**src/rtl/ir_move_receiver.sv**
```systemverilog
// ir_move_receiver
//   Rover-side responder for the IR move-command link. Decodes a 12-bit move
//   frame {turn[11:8], dist[7:0]} sent LSB-first as mark-length coded bits.
//   It then spins clockwise for turn*TURN_STEP cycles and drives forward for
//   dist*DRIVE_FACTOR cycles.
//
// Ports
//   clock        in   system clock
//   reset        in   synchronous, active-high
//   ir_in        in   demodulated IR, active-low (0 = mark), asynchronous
//   cmd_valid    out  1-cycle pulse when a full frame has been decoded
//   cmd_out      out  last decoded command, held until the next valid frame
//   frame_error  out  1-cycle pulse when a frame is aborted
//   busy         out  high while executing a move (TURN or DRIVE)
//   motor_left   out  {fwd,rev} for the left H-bridge
//   motor_right  out  {fwd,rev} for the right H-bridge
module ir_move_receiver #(
    parameter int unsigned MARK_MIN     = 8100,
    parameter int unsigned ONE_MIN      = 24300,
    parameter int unsigned START_MIN    = 48600,
    parameter int unsigned MARK_MAX     = 81000,
    parameter int unsigned SPACE_MAX    = 32400,
    parameter int unsigned TURN_STEP    = 13500000,
    parameter int unsigned DRIVE_FACTOR = 27000000
) (
    input  logic        clock,
    input  logic        reset,
    input  logic        ir_in,
    output logic        cmd_valid,
    output logic [11:0] cmd_out,
    output logic        frame_error,
    output logic        busy,
    output logic [1:0]  motor_left,
    output logic [1:0]  motor_right
);

    localparam int CNT_W = $clog2(MARK_MAX + 2);

    localparam logic [CNT_W-1:0] LEN_SAT     = CNT_W'(MARK_MAX + 1);
    localparam logic [CNT_W-1:0] LEN_MIN     = CNT_W'(MARK_MIN);
    localparam logic [CNT_W-1:0] LEN_ONE     = CNT_W'(ONE_MIN);
    localparam logic [CNT_W-1:0] LEN_START   = CNT_W'(START_MIN);
    localparam logic [CNT_W-1:0] LEN_MAX     = CNT_W'(MARK_MAX);
    localparam logic [CNT_W-1:0] LEN_SPC_MAX = CNT_W'(SPACE_MAX);

    typedef enum logic [2:0] {
        IDLE,
        START,
        SPACE,
        MARK,
        LATCH,
        TURN,
        DRIVE
    } state_t;

    state_t           state;
    logic             ir_meta;
    logic             ir_sync;
    logic             ir_prev;
    logic             fall_edge;
    logic             rise_edge;
    logic [CNT_W-1:0] len;
    logic [CNT_W-1:0] len_inc;
    logic [11:0]      shift;
    logic [3:0]       bit_idx;
    logic [33:0]      exec_cnt;
    logic [33:0]      turn_cycles;
    logic [33:0]      drive_cycles;

    // Edges are taken on the synchronized level, so a mark entering the
    // decoder is exactly as long (in cycles) as the raw mark.
    assign fall_edge = ir_prev & ~ir_sync;
    assign rise_edge = ~ir_prev & ir_sync;

    // Length counter saturates one past MARK_MAX so "too long" stays visible.
    assign len_inc = (len == LEN_SAT) ? len : len + 1'b1;

    // The shift register is only written while decoding, so it still holds
    // the executing command during TURN/DRIVE.
    assign turn_cycles  = 34'(shift[11:8]) * 34'(TURN_STEP);
    assign drive_cycles = 34'(shift[7:0]) * 34'(DRIVE_FACTOR);

    assign busy = (state == TURN) || (state == DRIVE);

    always_ff @(posedge clock) begin
        if (reset) begin
            ir_meta     <= 1'b1;
            ir_sync     <= 1'b1;
            ir_prev     <= 1'b1;
            state       <= IDLE;
            len         <= '0;
            shift       <= '0;
            bit_idx     <= '0;
            exec_cnt    <= '0;
            cmd_valid   <= 1'b0;
            cmd_out     <= '0;
            frame_error <= 1'b0;
            motor_left  <= 2'b00;
            motor_right <= 2'b00;
        end else begin
            ir_meta     <= ir_in;
            ir_sync     <= ir_meta;
            ir_prev     <= ir_sync;
            cmd_valid   <= 1'b0;
            frame_error <= 1'b0;

            // Motors follow the current state, one cycle behind it.
            case (state)
                TURN: begin
                    motor_left  <= 2'b10;
                    motor_right <= 2'b01;
                end
                DRIVE: begin
                    motor_left  <= 2'b10;
                    motor_right <= 2'b10;
                end
                default: begin
                    motor_left  <= 2'b00;
                    motor_right <= 2'b00;
                end
            endcase

            case (state)
                IDLE: begin
                    if (fall_edge) begin
                        state <= START;
                        len   <= 1;
                    end
                end

                START: begin
                    if (len > LEN_MAX) begin
                        state       <= IDLE;
                        frame_error <= 1'b1;
                    end else if (rise_edge) begin
                        // A short mark in IDLE is treated as noise, not an error.
                        if (len >= LEN_START) begin
                            state   <= SPACE;
                            len     <= 1;
                            bit_idx <= '0;
                        end else begin
                            state <= IDLE;
                        end
                    end else begin
                        len <= len_inc;
                    end
                end

                SPACE: begin
                    if (fall_edge) begin
                        state <= MARK;
                        len   <= 1;
                    end else if (len >= LEN_SPC_MAX) begin
                        state       <= IDLE;
                        frame_error <= 1'b1;
                    end else begin
                        len <= len_inc;
                    end
                end

                MARK: begin
                    // Overlong marks abort immediately rather than at the rising edge.
                    if (len > LEN_MAX) begin
                        state       <= IDLE;
                        frame_error <= 1'b1;
                    end else if (rise_edge) begin
                        if (len < LEN_MIN) begin
                            state       <= IDLE;
                            frame_error <= 1'b1;
                        end else begin
                            shift <= {(len >= LEN_ONE), shift[11:1]};
                            if (bit_idx == 4'd11) begin
                                state <= LATCH;
                            end else begin
                                state   <= SPACE;
                                len     <= 1;
                                bit_idx <= bit_idx + 4'd1;
                            end
                        end
                    end else begin
                        len <= len_inc;
                    end
                end

                LATCH: begin
                    cmd_out   <= shift;
                    cmd_valid <= 1'b1;
                    if (shift[11:8] != 4'd0) begin
                        state    <= TURN;
                        exec_cnt <= turn_cycles;
                    end else if (shift[7:0] != 8'd0) begin
                        state    <= DRIVE;
                        exec_cnt <= drive_cycles;
                    end else begin
                        state <= IDLE;
                    end
                end

                TURN: begin
                    if (exec_cnt <= 34'd1) begin
                        if (shift[7:0] != 8'd0) begin
                            state    <= DRIVE;
                            exec_cnt <= drive_cycles;
                        end else begin
                            state    <= IDLE;
                            exec_cnt <= '0;
                        end
                    end else begin
                        exec_cnt <= exec_cnt - 34'd1;
                    end
                end

                DRIVE: begin
                    if (exec_cnt <= 34'd1) begin
                        state    <= IDLE;
                        exec_cnt <= '0;
                    end else begin
                        exec_cnt <= exec_cnt - 34'd1;
                    end
                end

                default: state <= IDLE;
            endcase
        end
    end

endmodule
```
**config.mk**
```make
export PLATFORM = sky130hd
export DESIGN_NAME = ir_move_receiver
export DESIGN_NICKNAME = d
export VERILOG_FILES = /design/src/rtl/ir_move_receiver.sv
export SDC_FILE = /design/constraint.sdc
export NUM_CORES = 1
export LEC_CHECK = 0
export BUFFER_PORTS_ARGS = -buffer_cell sky130_fd_sc_hd__buf_2
export CAP_MARGIN = 0
export CORE_MARGIN = 4
export CORE_UTILIZATION = 65
export CTS_CLUSTER_DIAMETER = 60
export DETAILED_ROUTE_END_ITERATION = 12
export PLACE_DENSITY = 0.82
export SETUP_SLACK_MARGIN = 0.5
export SKIP_LAST_GASP = 1
export SYNTH_ARGS = -nofsm -noshare
export SYNTH_HDL_FRONTEND = slang
export SYNTH_SLANG_ARGS = --single-unit
```
**constraint.sdc**
```tcl
create_clock -name clock -period 5.6 [get_ports clock]
set_input_delay 0.56 -clock clock [delete_from_list [all_inputs] [get_ports clock]]
set_output_delay 0.56 -clock clock [all_outputs]
set_load 0.01 [all_outputs]
```
Yosys cells after proc, flatten, opt, wreduce, memory -nomap -nowiden
Index checks and enable logic that the tools add are counted.

cells by class
  add/subtract/negate cells = 3
  multiply operators = 2
  order comparisons = 6
  equality and inequality tests = 26
  muxes and demuxes = 51
  bitwise gates (word level) = 6
  reductions and logical operators = 13

operators by type and width
  cell                   count
  $mux 17                11
  $mux 34                4
  $pmux 34 s3            1
  $pmux 17 s4            1
  $mux 3                 13
  $ge 17x15->1 const B   2
  $le 34x1->1 const B    1
  $sub 34x1->34 const B  1
  $mux 33                1
  $mux 4                 7
  $mul 8x19->27 const B  1
  $ne 3x3->1 const B     8
  $mul 4x19->23 const B  1
  $pmux 3 s7             1
  $add 17x1->17 const B  1
  $eq 17x17->1 const B   1
  $ge 17x16->1 const B   1
  $gt 17x17->1 const B   1
  $lt 17x13->1 const B   1
  $ne 2x2->1 const B     8
  $reduce_and 8->1       2
  $eq 3x3->1 const B     3
  $pmux 4 s2             1
  $reduce_bool 4->1      2
  20 further kinds       33

word-level totals
  flip-flop bits (word level) = 91
  bits of input ports = 3
  output and inout bits = 19
  logic and storage cells = 120

Logic depth before layout (Yosys ltp)
Gate-level depths: netlist (run 1).

  word-level depth = 6
  mapped depth = 19

Worst setup path before layout (run 1)
OpenSTA, ideal clock, no wires.

  kind = register -> register
  start = reg shift[6]
  end = reg exec_cnt[27]
  arrival = 4.833 ns
  setup slack = 0.648 ns
  stages on the path, launching flop included = 20
  path buffers = 0
  clock period less this slack = 4.952 ns
  cells stage by stage = dfxtp_1 inv_1 ha_1 xor2_1 ha_1 a21oi_1 inv_1 fa_1 inv_1 fa_1 inv_1 ha_1 or2_2 or4b_2 nand2_1 o31ai_1 a31o_2 xnor2_1 o221ai_1 o221a_2

on the way
  cells in the longest elaborated chain, start to end = 4
  elaborated cells between the ends (all ways) = 9
  those cells by class = mul: 1; eq/ne: 1; mux: 5; reduce/logical: 2

ends and longest elaborated chain
  what                                                line          source
  from (decl)                                         64            logic [11:0] shift;
  from (signal assigned)                              171           shift <= {(len >= LEN_ONE), shift[11:1]};
  $mul 8x19->27 or $reduce_bool 8->1 (tied branches)  81, 191, 201
  $mux 33 or $mux 34 (tied branches)                  201, 191
  $mux 34, on equally long branches                   200, 188
  $pmux 34 s3                                         123           case (state)
  to (signal assigned)                                203           exec_cnt <= drive_cycles;
  to (signal assigned)                                209           exec_cnt <= exec_cnt - 34'd1;
  to (signal assigned)                                218           exec_cnt <= exec_cnt - 34'd1;
  to (decl)                                           66            logic [33:0] exec_cnt;

Parallel ways exist; a longest one is shown, timed or not. The select of a mux whose other input is x is not followed.
A chain may end at the register's enable or synchronous reset.

Worst setup path in the final report (run 1)
  start = reg shift[3]
  end = reg exec_cnt[27]

The elaborated chain is that of the path after synthesis.

==> results of run 1 <==
## state kept, by name, indices dropped and copies added (netlist names), 2 cells and up
name	count
cmd_out	12
len	17
state	3
shift	12
motor_right	2
exec_cnt	34
bit_idx	4
## layer usage
metal,up-vias,GRT usage [%],part of all wire [%]
met5,-,0,0
li1,3980,-,-
met3,53,4.52,6.7
met1,3883,40.9,45
met2,332,45.3,46
met4,0,8.99,2.8
## worst min-delay path by stage
stage / slack, ps / start / cells after the start / endpoint
finish: 400 / ir_in / 2 / ir_meta
global route: 400 / ir_in / 2 / ir_meta
floorplan: 390 / ir_meta / 1 / ir_sync
CTS: 390 / ir_in / 2 / ir_meta
global placement: 410 / ir_meta / 1 / ir_sync
detailed placement: 410 / ir_meta / 1 / ir_sync
## stage by stage
stage	cells	hold slack [ps]
floorplan	1153	393
global placement	1299	406
CTS	1314	393
global route	1321	403
detailed placement	1299	407
finish	1321	395
## cell families after synthesis
| logic type | synth area share, % |
|---|---|
| buffers and inverters | 8.00 |
| AO/OA/AOI/OAI | 19.8 |
| flip-flops | 20.0 |
| adder cells (fa/ha/maj) | 23.9 |
| XOR/XNOR | 5.65 |
| AND/OR/NAND/NOR | 22.1 |
| multiplexers | 0.459 |
| other | 0.0417 |
## final cells by class
class / count / area [sq um] / share of cell area (%)
multi-input combinational: 885 / 6590 / 68.6
sequential: 90 / 1810 / 18.9
inverter: 123 / 462 / 4.81
clock buffer: 10 / 239 / 2.49
tap: 176 / 220 / 2.29
timing repair buffer: 32 / 190 / 1.98
clock inverter: 5 / 86.3 / 0.899
## synthesized netlist by cell type, types with 6 or more instances
cell,count
xor2_1,24
nand2_1,90
nand4_1,9
dfxtp_1,90
and2_1,6
a211oi_1,17
o21ai_0,56
nor2_1,123
nor3_1,30
nand3_1,22
ha_1,95
nand2b_1,6
or3_1,20
o21ai_1,6
o22ai_1,9
nor2b_1,6
a21o_1,18
o221ai_1,7
or2_2,14
clkbuf_1,41
a21oi_1,107
nor3b_1,7
xnor2_1,34
inv_1,122
and3_1,12
fa_1,48
nor4_1,16
## power groups by stage
stage / registers [mW] / logic, mW / clock network, mW
2_1_floorplan: 0.675 / 0.150 / 0
3_3_place_gp: 0.689 / 0.174 / 0
3_5_place_dp: 0.689 / 0.178 / 0
4_1_cts: 0.674 / 0.178 / 0.684
5_1_grt: 0.677 / 0.205 / 0.711
6_report: 0.674 / 0.180 / 0.678
## repair_timing
item	4_1_cts	5_1_grt
pin swaps	0	3
resized for setup	8	24
endpoints found under the setup margin	9	12
gates cloned	0	0
buffers inserted	0	7
## critical path, cell delays in order, from the launching register on
cell and delay, ps:
dfxtp_2 400, fa_2 520, ha_1 210, or2_2 320, fa_1 490, inv_1 60, fa_1 540, inv_1 50
ha_1 240, or2_2 320, or4b_2 680, nand2_2 120, o31ai_4 90, a31o_4 270, xnor2_2 120, o221ai_1 130
o221a_2 270
==> summary.txt, run 1 <==
Floorplanning
  – Die Width: 126 microns
  – # IOs: 22
  – Core area: 13,400 sq um
  – Die Ht: 126 microns
  – Site Rows: 42
  – Initial Utilization: 67.1%
  – Full die area: 15,800 sq um

Yosys
  – Syn Area/Cell: 7.80 sq um
  – Synth Register Bits: 90
  – Synth area leader: dfxtp_1
  – Post-Synthesis Cell Area: 8990 sq um
  – Share of synthesized registers carrying an async set or reset: 0%
  – Yosys warnings: 0
  – EDFF count, synth: 0
  – Seq/Total Area, Yosys: 20.0%
  – Syn_nets: 1,299
  – Main synth FF type: dfxtp_1
  – Unique masters post-synth: 78
  – Synth area leaders: dfxtp_1 (20%), ha_1 (13%), fa_1 (11%), a21oi_1 (6.0%), nor2_1 (5.1%)
  – Share of Yosys cell area claimed by the top area cell type: 20.0%
  – Mapped Cells: 1,153

Timing
  – Highest clock rate: 203 MHz
  – Worst-margin pin slew: 1110 ps
  – RSZ-0062 raised after global routing: false
  – Min Tclk post-route: 4920 ps
  – Tcrit/Tclk final: 87.8%
  – Slew HR: 25.5%
  – Final slew viol count: 0
  – Final Hold Vio Count: 0
  – Setup violators final: 0
  – Setup TNS: 0 ps
  – Clk_skew: 5.45 ps
  – Worst setup margin: 682 ps

Global route
  – Initial antenna violation count: 0
  – Overflow after GRT: 0
  – Tot GR Track Use: 28.8%
  – Largest net degree at the start of global routing: 74
  – First-pass GRT wire length: 37.9 mm
  – Vias in the first global route: 7,641

Critical path
  – Cells on worst reg2reg path: 16
  – Crit Path Category: reg -> reg
  – WP data arrival: 5160 ps
  – Setup crit end: exec_cnt[27]
  – R2r startpoint: shift[3]
  – Endpoint class of the critical path: flop
  – Reg2reg end: exec_cnt[27]
  – Setup crit start kind: flop
  – WP data required: 5850 ps
  – Worst R2R Setup Slack: 680 ps
  – CP Max Fanout: 6
  – Worst Setup SP: shift[3]

Placed design
  – Dpl ws: 244 ps
  – Final GP Congestion: 0.988
  – Post-DP HPWL: 17.5 mm
  – Port Buf Inserts: 20
  – Placement Cell Area: 9090 sq um

Layout
  – Filler instances: 1,088
  – Area Growth Syn to Fin: 6.85%
  – Layout cells sized above 1: 9.26%
  – Commonest cells after routing, fill and taps aside: nor2_1 (123), inv_1 (122), a21oi_1 (105), ha_1 (92), nand2_1 (89)
  – Commonest non-fill, non-tap cell in the layout: nor2_1
  – Nets: 1,287
  – Final instance area: 9600 sq um
  – Diode count: 0
  – Final core area utilization: 71.7%

Drt
  – Vias: 8,248
  – Drt pass-1 iters: 5
  – DRT Wirelength: 22.9 mm
  – DR vias/cell: 6.24
  – Initial DRC count: 860
  – Drt wl/cell: 17.4 microns
  – DRC viols: 0
  – Routed Antenna Nets: 0

Power
  – Power per Cell Area: 160 nW/um^2
  – Reg power frac: 44.0%
  – Max VDD drop: 0.167 mV
  – Power Total: 1.53 mW
  – Comb power frac: 11.8%
  – Clk pwr share: 44.2%
  – Pint: 1.11 mW
  – Sw power: 0.422 mW
  – Pleak: 4.39 nW
  – Sw Ratio: 27.5%

Clocking
  – Worst-Skew Late Latency: 350 ps
  – CTS root buf: clkbuf_16
  – CTS tree: yes
  – Clk buf depth: 2
  – CTS H-tree lvls: 3
  – Clk sink count: 90
  – Clock-pin slew on the worst setup and hold paths: 70 ps
  – Quantity of hold-fixing buffers added after cts: 0
  – TritonCTS Buffers: 9

Flow run
  – Max-Cap Viols: 0

Run status
  – Status: completed

Min path
  – Hold/Removal Path Class: in -> reg
Note: power is estimated with default switching activity, not from simulation.
==> run 2: changes to the inputs <==
Settings changed: CORE_MARGIN 4 to 2.
==> run 2 against run 1 <==
Compared with the run above:
- utilization fell by 0.18 points
- sequential cell count is the same
- power shrank 2.8%
- worst setup slack gained 35 ps
- clock skew grew 4.4 ps
- final cell count grew 0.23%
- largest power group is now registers
==> summary.txt, run 2 (same netlist as run 1, synthesis figures left out) <==
Global route
  – Vias in the first global route: 7,840 (+2.6%)
  – Overflow after GRT: 0 (unchanged)
  – Largest net degree at the start of global routing: 74 (unchanged)
  – First-pass GRT wire length: 37.9 mm (-0.22%)
  – Tot GR Track Use: 32.0% (+3.2 points)
  – Initial antenna violation count: 0 (unchanged)

Floorplanning
  – # IOs: 22 (unchanged)
  – Full die area: 14,800 sq um (-6.3%)
  – Site Rows: 42 (unchanged)
  – Core area: 13,300 sq um (-0.39%)
  – Die Ht: 122 microns (-3.2%)
  – Die Width: 122 microns (-3.2%)
  – Initial Utilization: 67.3% (+0.26 points)

Critical path
  – Reg2reg end: exec_cnt[31]
  – WP data required: 5800 ps (-50 ps)
  – Worst R2R Setup Slack: 720 ps (+40 ps)
  – Crit Path Category: reg -> reg
  – CP Max Fanout: 7 (+1)
  – Endpoint class of the critical path: flop
  – Cells on worst reg2reg path: 16 (unchanged)
  – R2r startpoint: shift[2]
  – WP data arrival: 5090 ps (-70 ps)
  – Setup crit start kind: flop

Layout
  – Most flops, register: exec_cnt
  – Final core area utilization: 71.5% (-0.18 points)
  – Area Growth Syn to Fin: 6.17%
  – Biggest regs: exec_cnt: 34 flops, len: 17 flops
  – Commonest cells after routing, fill and taps aside: nor2_1 (123), inv_1 (120), a21oi_1 (106), ha_1 (92), nand2_1 (89)
  – Layout Cells excl Fill: 1,324 (+0.23%)
  – Max FFs per register: 34 (unchanged)
  – Nets: 1,289 (+0.16%)
  – Layout cells sized above 1: 9.23% (-0.024 points)
  – Commonest non-fill, non-tap cell in the layout: nor2_1
  – Diode count: 0 (unchanged)

Timing
  – Clk_skew: 9.81 ps (+4.36 ps)
  – Final slew viol count: 0 (unchanged)
  – Final Hold Vio Count: 0 (unchanged)
  – Min Tclk post-route: 4880 ps (-35.4 ps)
  – Setup violators final: 0 (unchanged)
  – Highest clock rate: 205 MHz (+0.73%)
  – Tcrit/Tclk final: 87.2% (-0.63 points)
  – Worst hold slack: 404 ps (+9.41 ps)
  – RSZ-0062 raised after global routing: false
  – Worst-margin pin slew: 1170 ps (+60.8 ps)
  – Slew HR: 21.3% (-4.2 points)
  – Setup TNS: 0 ps (unchanged)

Placed design
  – Placed Cells: 1,296 (-0.23%)
  – Post-DP HPWL: 17.6 mm (+0.39%)
  – Final GP Congestion: 0.978 (-1.0%)
  – Port Buf Inserts: 20 (unchanged)

Clocking
  – CTS H-tree lvls: 3 (unchanged)
  – Clk sink count: 90 (unchanged)
  – TritonCTS Buffers: 9 (unchanged)
  – Quantity of hold-fixing buffers added after cts: 0 (unchanged)
  – Clk buf depth: 2 (unchanged)
  – Worst-Skew Late Latency: 350 ps (about the same)
  – CTS tree: yes
  – CTS root buf: clkbuf_16
  – Clock-pin slew on the worst setup and hold paths: 70 ps (about the same)

Drt
  – DRT Wirelength: 22.8 mm (-0.41%)
  – DRC viols: 0 (unchanged)
  – Vias: 8,286 (+0.46%)
  – DR vias/cell: 6.26 (+0.23%)
  – Drt pass-1 iters: 5 (unchanged)
  – Initial DRC count: 946 (+10%)
  – Drt wl/cell: 17.3 microns (-0.64%)
  – Routed Antenna Nets: 0 (unchanged)

Min path
  – Worst hold endpoint: ir_meta
  – HP Start: ir_in
  – Hold Path Cell Cnt: 2 (unchanged)
  – Hold/Removal Path Class: in -> reg

Power
  – Pleak: 4.35 nW (-0.90%)
  – Power Total: 1.49 mW (-2.8%)
  – Max VDD drop: 0.141 mV (-16%)
  – Power per Cell Area: 156 nW/um^2 (-2.2%)

Run status
  – Status: completed

Flow run
  – Max-Cap Viols: 0 (unchanged)
==> run 2: cell count changes in the layout (fill, tap and decap cells not counted), sizes merged <==
cell | previous run | this run
clkinvlp | 0 | 3
buf | 32 | 34
bufinv | 2 | 1
clkbuf | 10 | 9
clkinv | 2 | 1
inv | 124 | 125
==> run 2: repair_timing <==
item / in CTS / in global routing
pin swaps: 0 / 4
endpoints found under the setup margin: 10 / 12
buffers inserted: 0 / 12
gates resized for setup: 9 / 19
==> run 2: critical path, cell delays in order, from the launching register on <==
cell      delay, ps
dfxtp_4         400
fa_2            500
ha_1            220
or2_2           320
fa_1            490
inv_1            50
fa_1            550
inv_1            60
ha_2            210
or2_2           310
or4b_2          670
nand2_2         120
o31ai_2          90
a31o_2          250
a211oi_1        270
or3_1           160
a31oi_1          70
==> run 2: cell type report <==
class	instances	area, sq um
multi-input combinational	885	6520
fill	1036	3800
sequential	90	1820
inverter	123	465
clock buffer	9	225
tap	176	220
timing repair buffer	34	205
clock inverter	7	82.6
==> run 2: how the worst max path moves through the flow <==
stage	slack, ps	to	start
after floorplan	650	exec_cnt[27]	shift[6]
after global placement	360	exec_cnt[27]	shift[6]
after detailed placement	240	exec_cnt[27]	shift[6]
after CTS	480	exec_cnt[27]	shift[6]
after global routing	490	exec_cnt[30]	shift[6]
final	720	exec_cnt[31]	shift[2]
==> run 2: through the flow <==
stage / worst slack (ps) / area, sq um
3_5_place_dp: 240 / 9070
6_report: 718 / 9540
4_1_cts: 479 / 9400
5_1_grt: 491 / 9540
3_3_place_gp: 361 / 9070
2_1_floorplan: 648 / 8990
==> run 2: layer usage <==
layer / up-vias / GRT usage (%) / part of all wire, %
li1: 4000 / - / -
met1: 3900 / 44.2 / 45
met2: 334 / 51.2 / 46
met3: 52 / 6.32 / 7.1
met4: 0 / 8.84 / 2.0
met5: - / 0 / 0
==> run 2: power breakdown <==
group,internal (mW),leakage (nW),switching (mW)
registers,0.648,0.731,0.0255
logic,0.0559,3.47,0.126
clock network,0.354,0.145,0.281
==> run 3: changes to the inputs <==
Settings changed: ABC_AREA set to 1, CORE_ASPECT_RATIO set to 1.1.
==> run 3 against run 2 <==
Compared with the run above:
- clock skew increased by 3.0 ps
- global-route usage increased by 4.0 points
- design area increased by 11%
- power decreased by 2.7%
- register-to-register slack improved by 270 ps
- sequential share of layout area decreased by 2.0 points
- clock power increased by 6.6%
- final cell count increased by 29%
- synthesized cell count increased by 31%
- utilization decreased by 1.7 points
- worst setup slack improved by 270 ps
- critical path depth increased by 4
- highest routed layer unchanged
==> summary.txt, run 3 <==
Run status
  – Status: completed

Clocking
  – Clk sink count: 90 (unchanged)
  – Clk buf depth: 2 (unchanged)
  – Worst-Skew Late Latency: 370 ps (+20 ps)
  – Quantity of hold-fixing buffers added after cts: 0 (unchanged)
  – Clock-pin slew on the worst setup and hold paths: 80 ps (about the same)
  – CTS tree: yes
  – CTS root buf: clkbuf_16
  – Post-cts gate resize count: 0 (-9)
  – TritonCTS Buffers: 9 (unchanged)
  – # Post-CTS Setup Buffers: 0 (unchanged)
  – CTS H-tree lvls: 3 (unchanged)

Timing
  – Min Tclk post-route: 4610 ps (-271 ps)
  – Final Hold Vio Count: 0 (unchanged)
  – RSZ-0062 raised after global routing: false
  – Worst setup margin: 988 ps (+271 ps)
  – Setup violators final: 0 (unchanged)
  – Final slew viol count: 0 (unchanged)
  – Worst-margin pin slew: 937 ps (-231 ps)
  – Setup TNS: 0 ps (unchanged)
  – Slew HR: 37.3% (+16 points)
  – Highest clock rate: 217 MHz (+5.9%)
  – Tcrit/Tclk final: 82.3% (-4.8 points)
  – Clk_skew: 12.8 ps (+2.97 ps)

Power
  – Power per Cell Area: 137 nW/um^2 (-12%)
  – Max VDD drop: 0.123 mV (-12%)
  – Pleak: 5.29 nW (+22%)

Layout
  – Max FFs per register: 34 (unchanged)
  – Diode count: 0 (unchanged)
  – Biggest regs: exec_cnt: 34 flops, len: 17 flops
  – Layout cells sized above 1: 6.39% (-2.8 points)
  – Commonest cells after routing, fill and taps aside: nand2_1 (291), inv_1 (224), nor2_1 (159), a21oi_1 (127), nand3_1 (118)
  – Commonest non-fill, non-tap cell in the layout: nand2_1
  – Filler instances: 1,388 (+34%)
  – Area Growth Syn to Fin: 4.90%
  – Most flops, register: exec_cnt
  – Final core area utilization: 69.8% (-1.7 points)
  – Nets: 1,658 (+29%)

Floorplanning
  – Die Width: 123 microns (+0.83%)
  – Full die area: 16,500 sq um (+11%)
  – Core area: 15,100 sq um (+13%)
  – Site Rows: 47 (+12%)
  – # IOs: 22 (unchanged)
  – Die Ht: 134 microns (+11%)
  – Initial Utilization: 66.5% (-0.80 points)

Critical path
  – WP data required: 5860 ps (+60 ps)
  – Crit Path Category: reg -> reg
  – Slowest cell on the critical path: fa_1
  – WP data arrival: 4870 ps (-220 ps)
  – CP Max Fanout: 7 (unchanged)
  – Setup crit start kind: flop
  – Max stage delay on crit path: 760 ps (+90 ps)
  – Worst R2R Setup Slack: 990 ps (+270 ps)
  – Cell mode on critical path: nand3_1
  – Crit path cell chain: fa_1, inv_1, fa_1, inv_1, fa_1, inv_1, fa_1, inv_1, ha_1, nand2_1, nor2_1, nand3_1, nand3_1, nand3_1, nand2_1, nand2_1, nand3_1, nand3_1, nor2_1, nor2_1
  – Endpoint class of the critical path: flop

Yosys
  – Synth Register Bits: 90 (unchanged)
  – Yosys warnings: 0 (unchanged)
  – Mapped Cells: 1,514 (+31%)
  – EDFF count, synth: 0 (unchanged)
  – Main synth FF type: dfxtp_1
  – Synth area leader: dfxtp_1
  – Syn_nets: 1,660 (+28%)
  – Unique masters post-synth: 51 (-35%)
  – Seq/Total Area, Yosys: 17.9% (-2.1 points)
  – Post-synth top cells: nand2_1 (291), inv_1 (224), nor2_1 (159)
  – Synth area leaders: dfxtp_1 (18%), ha_1 (12%), nand2_1 (11%), fa_1 (9.6%), inv_1 (8.4%)
  – Syn Area/Cell: 6.64 sq um (-15%)
  – Share of Yosys cell area claimed by the top area cell type: 17.9% (-2.1 points)
  – Cell with the most instances after synthesis: nand2_1
  – Post-Synthesis Cell Area: 10,100 sq um (+12%)
  – Share of synthesized registers carrying an async set or reset: 0% (unchanged)

Placed design
  – Final GP Congestion: 0.988 (+1.0%)
  – Port Buf Inserts: 20 (unchanged)
  – Post-DP HPWL: 22.7 mm (+29%)
  – Dpl ws: 1030 ps (+792 ps)

Global route
  – Initial antenna violation count: 0 (unchanged)
  – First-pass GRT wire length: 46.9 mm (+24%)
  – Tot GR Track Use: 36.0% (+4.0 points)
  – Largest net degree at the start of global routing: 57 (-23%)
  – Overflow after GRT: 0 (unchanged)
  – Vias in the first global route: 9,517 (+21%)

Flow run
  – Max-Cap Viols: 0 (unchanged)

Drt
  – DRC viols: 0 (unchanged)
  – Initial DRC count: 892 (-5.7%)
  – DRT Wirelength: 28.5 mm (+25%)
  – Drt wl/cell: 16.7 microns (-3.5%)
  – DR vias/cell: 5.90 (-5.7%)
  – Vias: 10.1k (+22%)
  – Routed Antenna Nets: 0 (unchanged)
  – Drt pass-1 iters: 6 (+1)

Min path
  – Hold/Removal Path Class: in -> reg
## run 3: changes by cell type after synthesis, sizes merged, moves of 22 or more
cell    delta
nand3    +101
nand2    +210
clkbuf    -26
nor2      +50
inv      +112
o21ai     +51
xnor2     -22
## run 3: routing by layer
metal | global-route usage (%) | up-vias | routed length [microns]
met5 | 0 | - | 0
met4 | 14.6 | 0 | 988
met3 | 4.65 | 60 | 1960
met2 | 60.5 | 376 | 13400
met1 | 46.7 | 4745 | 12200
li1 | - | 4925 | -
## run 3: worst max-delay path, delay by kind of cell, from the launching register on
family / cells / cell delay, ps
DFF: 1 / 390
buffers and inverters: 4 / 260
and+or+nand+nor: 11 / 1150
adders and majority gates: 5 / 2690
## run 3: final cells by class
cell class              instances  area (sq um)  area share, %
well taps                     196           245           2.32
clock buffers                   9           225           2.13
flip-flops and latches         90          1800           17.1
repair buffers                 23           123           1.16
multi-input cells            1152          7170           68.0
clock inverters                 7          92.6          0.878
inverters                     236           888           8.42
## run 3: cells by family after synthesis
logic type                 share of synthesized area, %
adders and majority gates                          21.4
AOI/OAI and AO/OA                                  14.9
xor gates and xnor gates                           4.53
other                                            0.0373
and+or+nand+nor                                    30.5
buffers and inverters                              10.7
DFF                                                17.9
## run 3: worst paths after layout
kind / cells past startpoint / from / to
max: 20 / shift[5] / exec_cnt[22]
max reg2reg: 20 / shift[5] / exec_cnt[22]
min reg2reg: 1 / ir_meta / ir_sync
min: 2 / ir_in / ir_meta
## run 3: metrics by stage
stage | cells | instance area (sq um) | hold slack (ps) | total power [mW]
floorplan | 1514 | 10100 | 393 | 0.765
CTS | 1713 | 10600 | 382 | 1.45
detailed placement | 1697 | 10200 | 404 | 0.786
global route | 1713 | 10600 | 398 | 1.49
global placement | 1697 | 10200 | 398 | 0.784
finish | 1713 | 10600 | 384 | 1.45
## run 3: report_power, final
| part | leakage [nW] | total, mW | internal (mW) | switching (mW) |
|---|---|---|---|---|
| sequential | 0.726 | 0.655 | 0.646 | 0.00870 |
| clock | 0.156 | 0.677 | 0.360 | 0.317 |
| combinational | 4.41 | 0.118 | 0.0317 | 0.0863 |
| total | 5.29 | 1.45 | 1.04 | 0.412 |
